$ cat config.mk
export PLATFORM = sky130hd
export DESIGN_NAME = vdp_ctrl_port_flat
export DESIGN_NICKNAME = d
export VERILOG_FILES = /design/src/rtl/vdp_pkg.sv /design/src/rtl/vdp_ctrl_port_if.sv /design/src/rtl/vdp_reg_bank.sv /design/src/rtl/vdp_ctrl_port.sv /design/src/flat_wrapper.sv
export SDC_FILE = /design/constraint.sdc
export NUM_CORES = 1
export LEC_CHECK = 0
export CAP_MARGIN = 10
export CORE_MARGIN = 3
export CORE_UTILIZATION = 49
export DETAILED_ROUTE_END_ITERATION = 16
export PLACE_DENSITY = 0.8
export SYNTH_ARGS = -nofsm -noshare
export SYNTH_HDL_FRONTEND = slang
export SYNTH_SLANG_ARGS = --single-unit
$ cat constraint.sdc
create_clock -name clk -period 2.9 [get_ports clk]
set_input_delay 0.435 -clock clk [delete_from_list [all_inputs] [get_ports clk]]
set_output_delay 0.435 -clock clk [all_outputs]
set_load 0.01 [all_outputs]
$ cat src/rtl/vdp_pkg.sv
// Shared types and default constants for the VDP control/data port engine.
package vdp_pkg;

    typedef enum logic [1:0] {
        VRAM_RD = 2'd0,
        VRAM_WR = 2'd1,
        REG_WR  = 2'd2,
        CRAM_WR = 2'd3
    } code_e;

    typedef enum logic [1:0] {
        StIdle,
        StFetch,
        StHold
    } state_e;

    localparam int unsigned DefNumRegs  = 11;
    localparam int unsigned DefAddrW    = 14;
    localparam logic [7:0]  DefDataPort = 8'hBE;
    localparam logic [7:0]  DefCtrlPort = 8'hBF;
    localparam int unsigned DefIeReg    = 1;
    localparam int unsigned DefIeBit    = 5;

endpackage

$ cat src/rtl/vdp_ctrl_port_if.sv
// Z80 I/O bus, VRAM/CRAM port and frame interrupt signals of the VDP port engine.
interface vdp_ctrl_port_if #(
    parameter int unsigned ADDR_W = 14
) ();

    logic [7:0]        addr_in;
    logic [7:0]        data_in;
    logic              IORQ_L;
    logic              RD_L;
    logic              WR_L;
    logic [7:0]        data_out;
    logic              frame_evt;
    logic              INT_L;
    logic [ADDR_W-1:0] vram_addr;
    logic              vram_we;
    logic              vram_re;
    logic [7:0]        vram_wdata;
    logic [7:0]        vram_rdata;
    logic              cram_we;

    modport master (
        output addr_in, data_in, IORQ_L, RD_L, WR_L, frame_evt, vram_rdata,
        input  data_out, INT_L, vram_addr, vram_we, vram_re, vram_wdata, cram_we
    );

    modport slave (
        input  addr_in, data_in, IORQ_L, RD_L, WR_L, frame_evt, vram_rdata,
        output data_out, INT_L, vram_addr, vram_we, vram_re, vram_wdata, cram_we
    );

endinterface

$ cat src/rtl/vdp_reg_bank.sv
// VDP register file: indexed byte writes, packed output, out-of-range indices dropped.
module vdp_reg_bank #(
    parameter int unsigned NUM_REGS = 11
) (
    input  logic                  clk,
    input  logic                  rst_L,
    input  logic                  i_we,
    input  logic [3:0]            i_idx,
    input  logic [7:0]            i_wdata,
    output logic [NUM_REGS*8-1:0] o_regs
);

    logic [NUM_REGS*8-1:0] r_regs;

    always_ff @(posedge clk or negedge rst_L) begin
        if (!rst_L) begin
            r_regs <= '0;
        end else if (i_we) begin
            for (int unsigned i = 0; i < NUM_REGS; i++) begin
                if (i_idx == 4'(i)) r_regs[i*8 +: 8] <= i_wdata;
            end
        end
    end

    assign o_regs = r_regs;

endmodule

$ cat src/rtl/vdp_ctrl_port.sv
// Z80-facing VDP control/data port: command latch, auto-increment address,
// read-ahead buffer, status register and maskable frame interrupt.
module vdp_ctrl_port
    import vdp_pkg::*;
#(
    parameter int unsigned NUM_REGS  = DefNumRegs,
    parameter int unsigned ADDR_W    = DefAddrW,
    parameter logic [7:0]  DATA_PORT = DefDataPort,
    parameter logic [7:0]  CTRL_PORT = DefCtrlPort,
    parameter int unsigned IE_REG    = DefIeReg,
    parameter int unsigned IE_BIT    = DefIeBit
) (
    input  logic                  clk,
    input  logic                  rst_L,
    vdp_ctrl_port_if.slave        bus,
    output logic [NUM_REGS*8-1:0] regs
);

    state_e            r_state, w_state_nxt;
    logic              r_first, r_frame, r_int_n;
    logic [7:0]        r_tmp, r_buf, r_data_out, r_vram_wdata;
    code_e             r_code;
    logic [ADDR_W-1:0] r_addr;
    logic              r_vram_we, r_vram_re, r_cram_we;

    logic w_is_ctrl, w_write, w_access, w_need_fetch, w_act, w_fetch_done;
    logic w_ctrl_wr, w_ctrl_2nd, w_stat_rd, w_data_wr, w_data_rd, w_reg_we;

    assign w_is_ctrl = (bus.addr_in == CTRL_PORT);
    assign w_write   = ~bus.WR_L;
    assign w_access  = ~bus.IORQ_L & (~bus.RD_L | ~bus.WR_L)
                     & (w_is_ctrl | (bus.addr_in == DATA_PORT));
    assign w_need_fetch = (w_is_ctrl & w_write & r_first & (bus.data_in[7:6] == VRAM_RD))
                        | (~w_is_ctrl & ~w_write);

    always_ff @(posedge clk or negedge rst_L) begin
        if (!rst_L) r_state <= StIdle;
        else        r_state <= w_state_nxt;
    end

    // FETCH spans two cycles: the strobe cycle, then the cycle rdata is valid.
    always_comb begin
        w_state_nxt  = r_state;
        w_act        = 1'b0;
        w_fetch_done = 1'b0;
        unique case (r_state)
            StIdle: begin
                if (w_access) begin
                    w_act       = 1'b1;
                    w_state_nxt = w_need_fetch ? StFetch : StHold;
                end
            end
            StFetch: begin
                if (!r_vram_re) begin
                    w_fetch_done = 1'b1;
                    w_state_nxt  = StHold;
                end
            end
            StHold: begin
                if (bus.IORQ_L) w_state_nxt = StIdle;
            end
            default: w_state_nxt = StIdle;
        endcase
    end

    assign w_ctrl_wr  = w_act & w_is_ctrl & w_write;
    assign w_ctrl_2nd = w_ctrl_wr & r_first;
    assign w_stat_rd  = w_act & w_is_ctrl & ~w_write;
    assign w_data_wr  = w_act & ~w_is_ctrl & w_write;
    assign w_data_rd  = w_act & ~w_is_ctrl & ~w_write;
    assign w_reg_we   = w_ctrl_2nd & (bus.data_in[7:6] == REG_WR);

    always_ff @(posedge clk or negedge rst_L) begin
        if (!rst_L) begin
            r_first      <= 1'b0;
            r_frame      <= 1'b0;
            r_int_n      <= 1'b1;
            r_tmp        <= '0;
            r_buf        <= '0;
            r_data_out   <= '0;
            r_vram_wdata <= '0;
            r_code       <= VRAM_RD;
            r_addr       <= '0;
            r_vram_we    <= 1'b0;
            r_vram_re    <= 1'b0;
            r_cram_we    <= 1'b0;
        end else begin
            r_vram_we <= w_data_wr & (r_code != CRAM_WR);
            r_cram_we <= w_data_wr & (r_code == CRAM_WR);
            r_vram_re <= w_data_rd | (w_ctrl_2nd & (bus.data_in[7:6] == VRAM_RD));

            if (w_ctrl_wr) begin
                if (!r_first) begin
                    r_tmp   <= bus.data_in;
                    r_first <= 1'b1;
                end else begin
                    r_code  <= code_e'(bus.data_in[7:6]);
                    r_addr  <= ADDR_W'({bus.data_in[5:0], r_tmp});
                    r_first <= 1'b0;
                end
            end
            if (w_data_wr) begin
                r_vram_wdata <= bus.data_in;
                r_buf        <= bus.data_in;
                r_first      <= 1'b0;
            end
            if (w_data_rd) begin
                r_data_out <= r_buf;
                r_first    <= 1'b0;
            end
            if (w_stat_rd) begin
                r_data_out <= {r_frame, 7'b0};
                r_first    <= 1'b0;
            end
            if (w_fetch_done) r_buf <= bus.vram_rdata;

            // Writes bump the address after their strobe so vram_addr holds the target.
            if (w_fetch_done | r_vram_we | r_cram_we) r_addr <= r_addr + 1'b1;

            if (bus.frame_evt)   r_frame <= 1'b1;
            else if (w_stat_rd)  r_frame <= 1'b0;

            r_int_n <= ~(r_frame & regs[IE_REG*8 + IE_BIT]);
        end
    end

    vdp_reg_bank #(
        .NUM_REGS (NUM_REGS)
    ) u_reg_bank (
        .clk     (clk),
        .rst_L   (rst_L),
        .i_we    (w_reg_we),
        .i_idx   (bus.data_in[3:0]),
        .i_wdata (r_tmp),
        .o_regs  (regs)
    );

    assign bus.data_out   = r_data_out;
    assign bus.INT_L      = r_int_n;
    assign bus.vram_addr  = r_addr;
    assign bus.vram_we    = r_vram_we;
    assign bus.vram_re    = r_vram_re;
    assign bus.vram_wdata = r_vram_wdata;
    assign bus.cram_we    = r_cram_we;

endmodule

$ cat src/flat_wrapper.sv
// flat-port wrapper written by rule: the top's interface ports become plain ports
module vdp_ctrl_port_flat import vdp_pkg::*;
#(
    parameter int unsigned NUM_REGS  = DefNumRegs,
    parameter int unsigned ADDR_W    = DefAddrW,
    parameter logic [7:0]  DATA_PORT = DefDataPort,
    parameter logic [7:0]  CTRL_PORT = DefCtrlPort,
    parameter int unsigned IE_REG    = DefIeReg,
    parameter int unsigned IE_BIT    = DefIeBit
)
  (clk, rst_L, regs, bus_addr_in, bus_data_in, bus_IORQ_L, bus_RD_L, bus_WR_L, bus_frame_evt, bus_vram_rdata, bus_data_out, bus_INT_L, bus_vram_addr, bus_vram_we, bus_vram_re, bus_vram_wdata, bus_cram_we);
  vdp_ctrl_port_if #(.ADDR_W(ADDR_W)) bus_i ();
  input  logic clk;
  input  logic rst_L;
  output logic [NUM_REGS*8-1:0] regs;
  input wire logic [$bits(bus_i.addr_in)-1:0] bus_addr_in;
  input wire logic [$bits(bus_i.data_in)-1:0] bus_data_in;
  input wire logic [$bits(bus_i.IORQ_L)-1:0] bus_IORQ_L;
  input wire logic [$bits(bus_i.RD_L)-1:0] bus_RD_L;
  input wire logic [$bits(bus_i.WR_L)-1:0] bus_WR_L;
  input wire logic [$bits(bus_i.frame_evt)-1:0] bus_frame_evt;
  input wire logic [$bits(bus_i.vram_rdata)-1:0] bus_vram_rdata;
  output wire logic [$bits(bus_i.data_out)-1:0] bus_data_out;
  output wire logic [$bits(bus_i.INT_L)-1:0] bus_INT_L;
  output wire logic [$bits(bus_i.vram_addr)-1:0] bus_vram_addr;
  output wire logic [$bits(bus_i.vram_we)-1:0] bus_vram_we;
  output wire logic [$bits(bus_i.vram_re)-1:0] bus_vram_re;
  output wire logic [$bits(bus_i.vram_wdata)-1:0] bus_vram_wdata;
  output wire logic [$bits(bus_i.cram_we)-1:0] bus_cram_we;
  assign bus_i.addr_in = bus_addr_in;
  assign bus_i.data_in = bus_data_in;
  assign bus_i.IORQ_L = bus_IORQ_L;
  assign bus_i.RD_L = bus_RD_L;
  assign bus_i.WR_L = bus_WR_L;
  assign bus_i.frame_evt = bus_frame_evt;
  assign bus_i.vram_rdata = bus_vram_rdata;
  assign bus_data_out = bus_i.data_out;
  assign bus_INT_L = bus_i.INT_L;
  assign bus_vram_addr = bus_i.vram_addr;
  assign bus_vram_we = bus_i.vram_we;
  assign bus_vram_re = bus_i.vram_re;
  assign bus_vram_wdata = bus_i.vram_wdata;
  assign bus_cram_we = bus_i.cram_we;
  vdp_ctrl_port #(.NUM_REGS(NUM_REGS), .ADDR_W(ADDR_W), .DATA_PORT(DATA_PORT), .CTRL_PORT(CTRL_PORT), .IE_REG(IE_REG), .IE_BIT(IE_BIT)) u_core (.clk(clk), .rst_L(rst_L), .bus(bus_i), .regs(regs));
endmodule
**Yosys cells after proc, flatten, opt, wreduce, memory -nomap -nowiden**

Index checks and enable logic that the tools add are counted.

- Add/sub/neg operators: 1
- Equality and inequality tests: 20
- Muxes and demuxes: 23
- Bitwise gates (word level): 30
- Reductions and logical operators: 24

Operators by type and width:

| kind | number |
|---|---|
| $mux 14 | 3 |
| $mux 8 | 4 |
| $reduce_and 2->1 | 14 |
| $and 1x1->1 | 18 |
| $eq 4x3->1 const B | 4 |
| $eq 8x8->1 const B | 2 |
| $add 14x1->14 const B | 1 |
| $eq 4x4->1 const B | 3 |
| $mux 1 | 11 |
| $reduce_bool 2->1 | 5 |
| $eq 4x2->1 const B | 2 |
| $mux 2 | 4 |
| $eq 2x2->1 const B | 3 |
| $ne 2x2->1 const B | 3 |
| $not 1->1 | 6 |
| $or 1x1->1 | 6 |
| $pmux 2 s3 | 1 |
| $eq 4x1->1 const B | 1 |
| $logic_not 2->1 | 2 |
| $logic_not 4->1 | 1 |
| $reduce_bool 4->1 | 1 |
| $reduce_and 3->1 | 1 |
| $eq 2x1->1 const B | 1 |
| $ne 2x1->1 const B | 1 |

- Register bits: 144
- Input bits: 30
- Output and inout port bits: 122
- Logic and storage cells: 122

**Longest topological paths before layout**

- Depth after elaboration: 12
- Gate-level depth with buffers: 7

**Cells and area by module**

From an unflattened synthesis, not the netlist that was laid out.

- Cells, all modules: 493
- Area, all modules: 6281.0 µm²

Modules (own cells, without submodules):

| module | times used | cells each | area an instance (µm²) | sequential area each (µm²) |
|---|---|---|---|---|
| vdp_reg_bank | 1 | 206 | 3470.8 | 2202.1 |
| vdp_ctrl_port | 1 | 287 | 2810.2 | 1402.6 |

**Worst setup path after synthesis**

No wires, ideal clock.

- Kind: in2reg
- Start: input port bus_WR_L
- End: register u_core.u_reg_bank.r_regs[64], in the netlist u_core.u_reg_bank.o_regs[64]
- Library setup time: 125 ps
- Arrival: 2165 ps
- Required time: 2775 ps
- Slack: 610 ps
- Stages: 7
- Path through: buf_6 or3b_1 and4b_2 nand4b_2 or3_1 buf_6 mux2_4

- Longest elaborated chain between the ends: 11

RTL lines:

| element | RTL line | text |
|---|---|---|
| start, declared | flat_wrapper.sv:20 | `input wire logic [$bits(bus_i.WR_L)-1:0] bus_WR_L;` |
| $not 1->1 * | vdp_ctrl_port.sv:30, vdp_ctrl_port.sv:31 |  |
| $or 1x1->1 | vdp_ctrl_port.sv:31 | `assign w_access = ~bus.IORQ_L & (~bus.RD_L \| ~bus.WR_L)` |
| $and 1x1->1 | vdp_ctrl_port.sv:31 |  |
| $and 1x1->1 | vdp_ctrl_port.sv:32 | `& (w_is_ctrl \| (bus.addr_in == DATA_PORT));` |
| $mux 1 | vdp_ctrl_port.sv:48 | `if (w_access) begin` |
| $mux 1 | vdp_ctrl_port.sv:46 | `unique case (r_state)` |
| $and 1x1->1 | vdp_ctrl_port.sv:66 | `assign w_ctrl_wr = w_act & w_is_ctrl & w_write;` |
| $and 1x1->1 * | vdp_ctrl_port.sv:66 |  |
| $and 1x1->1 * | vdp_ctrl_port.sv:67 | `assign w_ctrl_2nd = w_ctrl_wr & r_first;` |
| $and 1x1->1 * | vdp_ctrl_port.sv:71 | `assign w_reg_we = w_ctrl_2nd & (bus.data_in[7:6] == REG_WR);` |
| $reduce_and 2->1 (no line) * | n/a |  |
| end signal, assigned by index | vdp_reg_bank.sv:20 | `if (i_idx == 4'(i)) r_regs[i*8 +: 8] <= i_wdata;` |
| end, declared | vdp_reg_bank.sv:13 | `logic [NUM_REGS*8-1:0] r_regs;` |

Mark *: on every way between the ends. The rest lies on a longest branch, timed or not.
A chain may end at the register's enable or synchronous reset.

**Worst setup path after layout**

- Start: input port bus_WR_L
- End: register u_core.u_reg_bank.r_regs[70], in the netlist u_core.u_reg_bank.o_regs[70]

Same word-level chain as after synthesis.

==> results by group <==
Synth
  • Synth Warn #: 0
  • Number of synthesized flops with an enable pin: 0
  • Number of synthesized register bits: 144
  • Synthesized Nets: 474
  • Cells after synthesis: 443
  • Netlist cell types: 44
  • Register area share after synthesis: 60.37%
  • Cell Area, Synth: 0.005971 mm²
  • Syn_area_per_cell: 13.48 µm²
  • Post-synth ARST share: between 90% and 100%
  • Ys flop type: dfrtp_1

Pwr
  • Peak VDD IR: ~0.00044 V
  • Psw: 0.0009996 W
  • Internal power: about 0.0036 W
  • Comb power frac: 4.2%
  • Switching Share: 21.51%
  • PwrDens: 557.0 mW/mm²
  • Static Leak: 4.004 nW
  • Clock power frac: 51.1%
  • Flop pwr share: 44.7%

Route
  • Initial DRC Count: between 400 and 500
  • WL/cell: 21.21 µm
  • Via count: 4347
  • Met2 WL post-DR: approximately 8.2 mm
  • Post-Route M1 WL: 6.438 mm
  • Final ANT Viol Nets: 0
  • Vias per inst: roughly 5.7
  • DR top layer: met4
  • DRT Pass-1 Iters: 6
  • Routed wire length: about 16 mm
  • DRC violations left: 0
  • Metal3 WL: around 1.3 mm

Worst setup path
  • Kind of critical path: in -> reg
  • Critical Path AT: around 2.8 ns
  • Critical Path End Type: flop
  • Worst-path fanout max: 8
  • RR Startpoint: u_core.r_first
  • WP data required: ~3.2 ns
  • Startpoint types: input port
  • Origin of the worst setup path: bus_WR_L

Min path
  • Hold Path Class: in -> async

STA
  • Least-Margin Pin Slew: 0.6867 ns
  • Period utilization: 84.07%
  • Rel. slew slack: 54.22%
  • Final Hold Vio Count: 0
  • RSZ-0062 raised after global routing: false
  • Tmin final: 2.438 ns
  • Peak Freq: between 0.4 and 0.5 GHz
  • Final setup viols: 0
  • Final-report max-slew violation count: 0
  • Final TNS setup: 0 ns
  • Final Skew: 0.006410 ns

CTS
  • CTS buffer count: 17
  • CTS Hold Bufs: 0
  • Worst-Skew Late Latency: 0.43 ns
  • Total setup buffers inserted after CTS: 0
  • Post-CTS sizing: 0
  • Worst-path clk slew: 0.06 ns
  • Root Driver: clkbuf_16
  • Clock tree buffer depth: 2
  • CTS tree: yes
  • CTS sink count: 144
  • CTS H-Tree Depth: 4

Run status
  • Outcome: finished clean

Floorplanning
  • Die area: between 0.01 and 0.015 mm²
  • Chip width: between 100 and 150 µm
  • Ports: between 150 and 200
  • Row count: 39
  • Die extent in y: between 100 and 150 µm
  • Initial Util: 51.20%
  • Core area: 0.01166 mm²

Global route
  • Largest net degree at the start of global routing: 74
  • Total Routing Usage GR: between 20% and 30%
  • Grt total ovfl: 0
  • Initial antenna violation count: 0
  • First-pass GRT wire length: between 20 and 30 mm
  • Vias in the first global route: 4708

Layout
  • Commonest non-fill, non-tap cell in the layout: clkdlybuf4s50_1
  • Layout net count: about 640
  • Share of layout cells above drive strength 1: 25.93%
  • Syn-to-layout area delta: 39.75%
  • Commonest non-fill, non-tap cells in the layout: 150 x clkdlybuf4s50_1, 143 x dfrtp_1, 83 x mux2_2
  • Final Instance Count excl. Fillers: 764
  • Post-route cell area: 0.008344 mm²
  • Diodes inserted: 0

Flow run
  • Max Cap Violations: 0

Placement
  • Placer Congestion: 0.8530
  • IO buf count: 151
  • Post-DP HPWL: 10.86 mm
  • Cells after DPL: 732
  • Placed inst area: 0.007696 mm²
==> power by group through the flow <==
stage	Sequential [W]	Combinational, W	Clock, W
finish	0.00208	0.000197	0.00237
floorplan	0.00210	0.0000548	0
CTS	0.00208	0.000200	0.00239
global placement	0.00211	0.000191	0
detailed placement	0.00211	0.000197	0
global route	0.00208	0.000216	0.00249
==> cell usage after synthesis (2+ instances only) <==
master / number / area (µm²)
a21o_1: 10 / 75.07
nor3b_1: 2 / 15.01
mux2_2: 83 / 934.7
o32ai_1: 2 / 17.52
nor2_1: 14 / 52.55
nand3_1: 6 / 30.03
a211oi_1: 3 / 22.52
nor2_2: 5 / 31.28
inv_1: 3 / 11.26
nor3_1: 10 / 50.05
buf_6: 3 / 33.78
o22ai_1: 2 / 12.51
nand2b_1: 7 / 43.79
clkbuf_1: 18 / 67.56
and4_1: 3 / 26.28
nand2_1: 27 / 101.4
nand4_1: 5 / 31.28
a221o_1: 8 / 80.08
dfrtp_1: 143 / 3578
mux2i_1: 2 / 20.02
and3_1: 6 / 37.54
nor4b_1: 2 / 17.52
a21oi_1: 12 / 60.06
and2_1: 10 / 62.56
mux2_4: 16 / 240.2
o211ai_1: 2 / 15.01
or3_1: 7 / 43.79
o21ai_0: 16 / 80.08
==> stage by stage <==
step | setup WS, ns | util [%] | total power [W] | hold slack (ns)
4_1_cts | 0.4643 | 71.55 | 0.004671 | 0.05179
6_report | 0.4621 | 71.55 | 0.004648 | 0.02423
3_3_place_gp | 0.07607 | 65.99 | 0.002300 | 0.4288
2_1_floorplan | 0.6103 | - | 0.002155 | 0.1394
5_1_grt | 0.3532 | 71.55 | 0.004788 | 0.06267
3_5_place_dp | 0.007492 | 65.99 | 0.002309 | 0.4268
==> metal layers <==
layer	vias to the layer above	track usage, %
li1	1923	-
met1	2229	32.10
met2	167	41.80
met3	28	8.860
met4	0	8.894
met5	-	0
==> state kept, by name (all words and copies together), names as in the netlist, 2 cells and up <==
| register | count |
|---|---|
| u_core.bus.data_out | 8 |
| u_core.bus.vram_addr | 14 |
| u_core.bus.vram_wdata | 8 |
| u_core.r_buf | 8 |
| u_core.r_code | 2 |
| u_core.r_state | 2 |
| u_core.r_tmp | 8 |
| u_core.u_reg_bank.o_regs | 88 |
==> worst paths after layout <==
check / endpoint / slack, ns / cells after the start
worst max-delay path: u_core.u_reg_bank.o_regs[70] / 0.46 / 6
worst min-delay path: u_core.bus.data_out[1] / 0.02 / 1
worst max register to register: u_core.u_reg_bank.o_regs[70] / 0.48 / 5
worst min register to register: u_core.bus.INT_L / 0.44 / 1
max in group asynchronous: u_core.bus.INT_L / 2.02 / 2
min in group clk: u_core.bus.INT_L / 0.44 / 1
==> kinds of logic after synthesis <==
| family | after synthesis | share of synthesized area, % |
|---|---|---|
| adder cells (fa/ha/maj) | 1 | 0.2095 |
| multiplexers | 101 | 20.01 |
| AND/OR/NAND/NOR | 114 | 10.90 |
| flip-flops | 144 | 60.37 |
| buffers and inverters | 25 | 1.970 |
| AO/OA/AOI/OAI | 58 | 6.538 |
==> cell type report <==
type                            instances  area [µm²]
Clock buffer                           21       470.5
Inverter                                3       11.26
Multi-Input combinational cell        274        2248
Sequential cell                       144        3605
Fill cell                             812        3318
Clock inverter                         11       177.7
Timing Repair Buffer                  168        1653
Tap cell                              143       178.9
==> worst max-delay path: stages <==
cell and delay [ns]:
clkdlybuf4s50_1 0.42, or3b_1 0.40, and4b_2 0.38, nand4b_2 0.16, or3_1 0.57, mux2_4 0.38
Note: power is estimated with default switching activity, not from simulation.
